==> config.mk <==
export PLATFORM = sky130hd
export DESIGN_NAME = state_inv_isomorphic_mapper
export DESIGN_NICKNAME = d
export VERILOG_FILES = /design/src/rtl/state_inv_isomorphic_mapper_pkg.sv /design/src/rtl/state_inv_isomorphic_mapper_byte_map.sv /design/src/rtl/state_inv_isomorphic_mapper.sv
export SDC_FILE = /design/constraint.sdc
export NUM_CORES = 1
export LEC_CHECK = 0
export BUFFER_PORTS_ARGS = -buffer_cell sky130_fd_sc_hd__buf_4
export CAP_MARGIN = 0
export CORE_MARGIN = 2
export CORE_UTILIZATION = 50
export DETAILED_ROUTE_END_ITERATION = 16
export GPL_ROUTABILITY_DRIVEN = 1
export PLACE_DENSITY_LB_ADDON = 0.1
export SLEW_MARGIN = 20
export SYNTH_ARGS = -nofsm -noshare
export SYNTH_HDL_FRONTEND = slang
export SYNTH_HIERARCHICAL = 1
export SYNTH_SLANG_ARGS = --single-unit
==> constraint.sdc <==
create_clock -name i_clock -period 5.1 [get_ports i_clock]
set_input_delay 1.02 -clock i_clock [delete_from_list [all_inputs] [get_ports i_clock]]
set_output_delay 1.02 -clock i_clock [all_outputs]
set_load 0.02 [all_outputs]
==> src/rtl/state_inv_isomorphic_mapper_pkg.sv <==
// Shared constants, FSM encoding and parameter legality check for the
// inverse isomorphic mapper (composite field -> GF(2^8)).
package state_inv_isomorphic_mapper_pkg;

  localparam int BYTE_W    = 8;
  localparam int BLK_BYTES = 16;
  localparam int BLK_W     = BYTE_W * BLK_BYTES;

  // Bit p set <=> p bytes/cycle is a legal mapping width (1,2,4,8,16).
  localparam logic [BLK_BYTES:0] LEGAL_P_MASK = 17'h10116;

  typedef enum logic [1:0] {
    ST_IDLE = 2'd0,
    ST_PROC = 2'd1,
    ST_HOLD = 2'd2
  } state_t;

  function automatic bit p_is_legal(int p);
    logic [BLK_BYTES:0] m;
    if (p < 1 || p > BLK_BYTES) return 1'b0;
    m = LEGAL_P_MASK >> p;
    return m[0];
  endfunction

endpackage

==> src/rtl/state_inv_isomorphic_mapper_byte_map.sv <==
// Per-byte inverse isomorphic map: q = M^-1 * delta over GF(2).
module byte_inv_isomorphic_mapping
  import state_inv_isomorphic_mapper_pkg::*;
(
  input  logic [BYTE_W-1:0] delta,
  output logic [BYTE_W-1:0] q
);

  // Rows of the inverse matrix, derived from the forward map columns.
  always_comb begin
    q[7] = delta[7] ^ delta[6] ^ delta[5] ^ delta[1];
    q[6] = delta[6] ^ delta[2];
    q[5] = delta[6] ^ delta[5] ^ delta[1];
    q[4] = delta[6] ^ delta[5] ^ delta[4] ^ delta[2] ^ delta[1];
    q[3] = delta[5] ^ delta[4] ^ delta[3] ^ delta[2] ^ delta[1];
    q[2] = delta[7] ^ delta[4] ^ delta[3] ^ delta[2] ^ delta[1];
    q[1] = delta[5] ^ delta[4];
    q[0] = delta[6] ^ delta[5] ^ delta[4] ^ delta[2] ^ delta[0];
  end

endmodule

==> src/rtl/state_inv_isomorphic_mapper.sv <==
// Block-level inverse isomorphic mapper: captures a 16-byte block, maps
// NB_BYTES_PER_CYCLE bytes per cycle (byte 0 first), then holds the result
// until downstream takes it.
module state_inv_isomorphic_mapper
  import state_inv_isomorphic_mapper_pkg::*;
#(
  parameter int NB_DATA            = 128,
  parameter int NB_BYTES_PER_CYCLE = 4
) (
  input  logic               i_clock,
  input  logic               i_reset_n,
  input  logic [NB_DATA-1:0] i_data,
  input  logic               i_valid,
  output logic               o_ready,
  output logic [NB_DATA-1:0] o_data,
  output logic               o_valid,
  input  logic               i_ready
);

  localparam int P      = NB_BYTES_PER_CYCLE;
  localparam int N      = BLK_BYTES / P;
  localparam int CNT_W  = (N > 1) ? $clog2(N) : 1;
  localparam int LANE_W = P * BYTE_W;

  if (NB_DATA != BLK_W) begin : g_bad_width
    $error("state_inv_isomorphic_mapper: NB_DATA must be 128");
  end
  if (!p_is_legal(P)) begin : g_bad_p
    $error("state_inv_isomorphic_mapper: NB_BYTES_PER_CYCLE must be 1,2,4,8 or 16");
  end

  state_t                   state, state_nxt;
  logic [CNT_W-1:0]         cnt;
  logic [NB_DATA-1:0]       cap_q, odata_q;
  logic [P-1:0][BYTE_W-1:0] lane_in, lane_out;
  logic                     last;
  int unsigned              base;

  assign last    = (cnt == CNT_W'(N - 1));
  assign base    = int'(cnt) * LANE_W;
  assign lane_in = cap_q[base +: LANE_W];

  for (genvar l = 0; l < P; l++) begin : g_lane
    byte_inv_isomorphic_mapping u_map (
      .delta (lane_in[l]),
      .q     (lane_out[l])
    );
  end

  // State register.
  always_ff @(posedge i_clock or negedge i_reset_n) begin
    if (!i_reset_n) state <= ST_IDLE;
    else            state <= state_nxt;
  end

  // Next-state: accept in IDLE, N mapping cycles in PROC, handshake out of HOLD.
  always_comb begin
    state_nxt = state;
    case (state)
      ST_IDLE: if (i_valid) state_nxt = ST_PROC;
      ST_PROC: if (last)    state_nxt = ST_HOLD;
      ST_HOLD: if (i_ready) state_nxt = ST_IDLE;
      default:              state_nxt = ST_IDLE;
    endcase
  end

  // Datapath: capture on accept, then write P mapped bytes per PROC cycle.
  always_ff @(posedge i_clock or negedge i_reset_n) begin
    if (!i_reset_n) begin
      cnt     <= '0;
      cap_q   <= '0;
      odata_q <= '0;
    end else begin
      case (state)
        ST_IDLE: if (i_valid) begin
          cap_q <= i_data;
          cnt   <= '0;
        end
        ST_PROC: begin
          odata_q[base +: LANE_W] <= lane_out;
          if (!last) cnt <= cnt + 1'b1;
        end
        default: ;
      endcase
    end
  end

  assign o_ready = (state == ST_IDLE);
  assign o_valid = (state == ST_HOLD);
  assign o_data  = odata_q;

endmodule

==> summary.txt <==
GRT
------------------------------------------------------------------------------------------
Initial antenna violation count                                                          0
Combined global-route utilization of all metal layers                                24.5%
Maximum number of pins on one net before global-route repair                           129
Global-route wire length before repair                                             49.4 mm
Total grt overflow                                                                       0
Number of global-route vias before repair                                             8321

PLACED DESIGN
------------------------------------------------------------------------------------------
Port bufs                                                                              261
Final GP Congestion                                                                  0.803
Sum of net half-perimeters after detailed placement                                21.2 mm
Pre-CTS setup slack                                                                1770 ps

LOGIC SYNTHESIS
------------------------------------------------------------------------------------------
Number of storage elements in the synthesis netlist                                    260
Primary flip-flop cell chosen by synthesis mapping                            sky130_fd_sc_hd__dfrtp_1
Syn avg cell area                                                                 13.4 µm²
Number of nets produced by synthesis                                                  1036
Post-synthesis instance total                                                          899
Netlist area before placement                                                   0.0120 mm²
Sequential cell area fraction in the yosys report                                    54.1%
Syn. warnings                                                                            6
Fraction of registers with async set or reset after synthesis                         100%
Number of enable flip-flop cells after synthesis                                         0
Count of different cell masters after synthesis                                         39

DRT
------------------------------------------------------------------------------------------
Total Wirelength                                                                   31.2 mm
Antenna violation net count after detailed routing                                       0
Via density per instance                                                              5.67
Routed vias                                                                           8295
DRC viols                                                                                0
Initial DRC Count                                                                      578
Average wire length per cell after detail routing                                  21.3 µm
Router iterations before antenna repair                                                  5

FLOORPLANNING
------------------------------------------------------------------------------------------
IO Pins                                                                                262
Die extent in x                                                                     159 µm
Die footprint                                                                   0.0253 mm²
Total core area                                                                 0.0235 mm²
Overall die height                                                                  159 µm
Number of rows in the core area                                                         56
Effective utilization at floorplan                                                   51.1%

TIMING
------------------------------------------------------------------------------------------
Total of endpoints with negative setup slack in the final report                         0
Setup repair after global routing missed its margin                                  false
Clock period minus final worst setup slack                                         3260 ps
Final Hold Fails                                                                         0
Period utilisation layout                                                            63.8%
Fin worst setup slack                                                              1840 ps
Worst slew pin tran                                                                 932 ps
Slew HR                                                                              37.9%
Upper clock frequency limit                                                        307 MHz
Post-route clock skew                                                              13.0 ps
Fin. max-slew vios                                                                       0
Sum of negative setup slack                                                           0 ps

WORST HOLD PATH
------------------------------------------------------------------------------------------
Hold Crit Class                                                               flop to flop
Hold depth                                                                               1
Hold Path Origin                                                                o_data[14]
Sink of the worst hold path                                                     o_data[14]

SETUP PATH
------------------------------------------------------------------------------------------
Arrival @ worst endpoint                                                           3690 ps
Number of cell instances on the worst register-to-register path                          6
Start of the worst register-to-register path                                        cnt[0]
Critical path endpoint category                                                       flop
Maximum fanout encountered on the critical timing path                                  29
Launching element type of the critical path                                           flop
Cells along the critical path                                                 buf_4 -> mux4_2 -> xnor2_1 -> xor2_1 -> nand2_1 -> o32ai_1
Crit-path slowest cell                                                        sky130_fd_sc_hd__dfrtp_2
Crit Reg-Reg Endpoint                                                           o_data[56]
Required time at the endpoint of the critical path                                 5530 ps
Kind of critical path                                                         flop to flop
Reg-to-reg setup timing slack                                                      1840 ps
Largest stage delay on the critical path                                            890 ps

CTS
------------------------------------------------------------------------------------------
Deepest clock path buffer count                                                          3
CTS Root Cell                                                                 sky130_fd_sc_hd__clkbuf_16
Number of levels the H-tree was split into                                               1
Buffers inserted by post-CTS timing repair                                               0
TritonCTS clock tree                                                                   yes
Post-CTS Resized                                                                         0
Total number of clock tree sinks                                                       260
Worst-skew pair later-pin latency                                                   530 ps
TritonCTS buffer count                                                                  29
# hold bufs at CTS                                                                       0
Clock edge transition at the registers on the reported setup and hold paths          60 ps

RUN STATUS
------------------------------------------------------------------------------------------
Result of the run                                                             finished, final reports clean

LAYOUT
------------------------------------------------------------------------------------------
Layout area overhead                                                                 24.9%
Fraction of final layout cells with drive strength greater than 1                    43.6%
NumNets Final                                                                         1263
Number of fillers in the final layout                                                 1856
Final antenna diode count                                                                0

FLOW RUN
------------------------------------------------------------------------------------------
Max cap viols                                                                            0

## cell usage after synthesis (2+ instances only)
library cell / count / area (µm²)
sky130_fd_sc_hd__a211o_1: 2 / 17.5
sky130_fd_sc_hd__a32o_1: 31 / 310
sky130_fd_sc_hd__and3_1: 2 / 12.5
sky130_fd_sc_hd__and3b_2: 2 / 20.0
sky130_fd_sc_hd__and4bb_2: 2 / 25.0
sky130_fd_sc_hd__buf_1: 2 / 7.51
sky130_fd_sc_hd__buf_2: 28 / 140
sky130_fd_sc_hd__buf_4: 9 / 67.6
sky130_fd_sc_hd__buf_6: 10 / 113
sky130_fd_sc_hd__clkbuf_1: 28 / 105
sky130_fd_sc_hd__clkbuf_8: 3 / 41.3
sky130_fd_sc_hd__dfrtp_1: 260 / 6510
sky130_fd_sc_hd__ha_1: 5 / 62.6
sky130_fd_sc_hd__inv_1: 99 / 372
sky130_fd_sc_hd__mux2_2: 129 / 1450
sky130_fd_sc_hd__mux4_2: 32 / 721
sky130_fd_sc_hd__nand2_1: 95 / 357
sky130_fd_sc_hd__nand2b_1: 2 / 12.5
sky130_fd_sc_hd__nand4bb_1: 4 / 45.0
sky130_fd_sc_hd__nor2b_1: 2 / 12.5
sky130_fd_sc_hd__o32ai_1: 92 / 806
sky130_fd_sc_hd__o32ai_2: 3 / 48.8
sky130_fd_sc_hd__or2_2: 2 / 12.5
sky130_fd_sc_hd__xnor2_1: 12 / 105
sky130_fd_sc_hd__xnor3_1: 8 / 180
sky130_fd_sc_hd__xor2_1: 12 / 105
sky130_fd_sc_hd__xor3_1: 8 / 190
sky130_fd_sc_hd__xor3_2: 4 / 100
## through the flow
step           cell area (µm²)  hold WS (ps)  instances  utilization [%]
3_3_place_gp             14100           476       1414             59.7
2_1_floorplan            12000           475        899                -
3_5_place_dp             14100           484       1414             59.7
4_1_cts                  15000           497       1464             63.8
5_1_grt                  15000           506       1464             63.8
6_report                 15000           494       1464             63.8
## routing by layer
layer / global-route usage [%] / vias to the layer above / share of wire [%]
li1: - / 3707 / -
met1: 37.1 / 4251 / 45
met2: 36.4 / 296 / 45
met3: 5.44 / 41 / 6.8
met4: 5.74 / 0 / 2.4
met5: 0 / - / 0
## sequential cells by signal, summed over array words and instances (netlist names)
register	flops
state	2
cap_q	128
cnt	2
o_data	128
## cell families (layout without fill, tap and decap cells)
family / after synthesis / count (layout) / share of synthesized area [%]
mux: 161 / 161 / 18.1
flops: 260 / 260 / 54.1
buf+inv: 179 / 425 / 7.03
simple gates: 118 / 118 / 4.65
xor+xnor: 44 / 44 / 5.65
fa+ha+maj: 5 / 5 / 0.520
compound gates: 132 / 132 / 10.0
## cell usage in the layout, fill, tap and decap left out, types with 3 or more instances in the layout
cell type,n
sky130_fd_sc_hd__xnor3_1,8
sky130_fd_sc_hd__dfrtp_1,258
sky130_fd_sc_hd__o32ai_2,3
sky130_fd_sc_hd__inv_1,99
sky130_fd_sc_hd__clkbuf_8,7
sky130_fd_sc_hd__clkbuf_1,6
sky130_fd_sc_hd__xnor2_1,12
sky130_fd_sc_hd__clkinv_2,4
sky130_fd_sc_hd__nand2_1,95
sky130_fd_sc_hd__bufinv_16,3
sky130_fd_sc_hd__mux2_2,129
sky130_fd_sc_hd__mux4_2,32
sky130_fd_sc_hd__clkbuf_16,29
sky130_fd_sc_hd__ha_1,5
sky130_fd_sc_hd__buf_4,274
sky130_fd_sc_hd__a32o_1,31
sky130_fd_sc_hd__o32ai_1,92
sky130_fd_sc_hd__nand4bb_1,4
sky130_fd_sc_hd__xor3_2,4
sky130_fd_sc_hd__xor2_1,12
sky130_fd_sc_hd__xor3_1,8
## worst max path at each step
stage	from	endpoint	slack, ps
after global placement	cnt[0]	o_data[56]	1860
after floorplan	cnt[0]	o_data[12]	2520
after CTS	cnt[0]	o_data[56]	1760
after detailed placement	cnt[0]	o_data[56]	1770
after global routing	cnt[0]	o_data[80]	1560
final	cnt[0]	o_data[56]	1840
## critical path: cells and delay by family, from the launching register on
family	cells	cell delay, ps
AND/OR/NAND/NOR	1	100
flip-flops	1	890
AO/OA/AOI/OAI	1	240
XOR/XNOR	2	870
buffers and inverters	1	430
multiplexers	1	620
## area by class of cell
cell class	count	area, µm²	share of cell area [%]
Clock buffer	42	845	5.62
Clock inverter	8	119	0.791
Inverter	99	372	2.47
Multi-Input combinational cell	460	4690	31.2
Sequential cell	260	6510	43.3
Tap cell	319	399	2.66
Timing Repair Buffer	276	2090	13.9
Power is not shown: default switching activity piles up to over one toggle a cycle in this logic, so the estimate is an artifact.
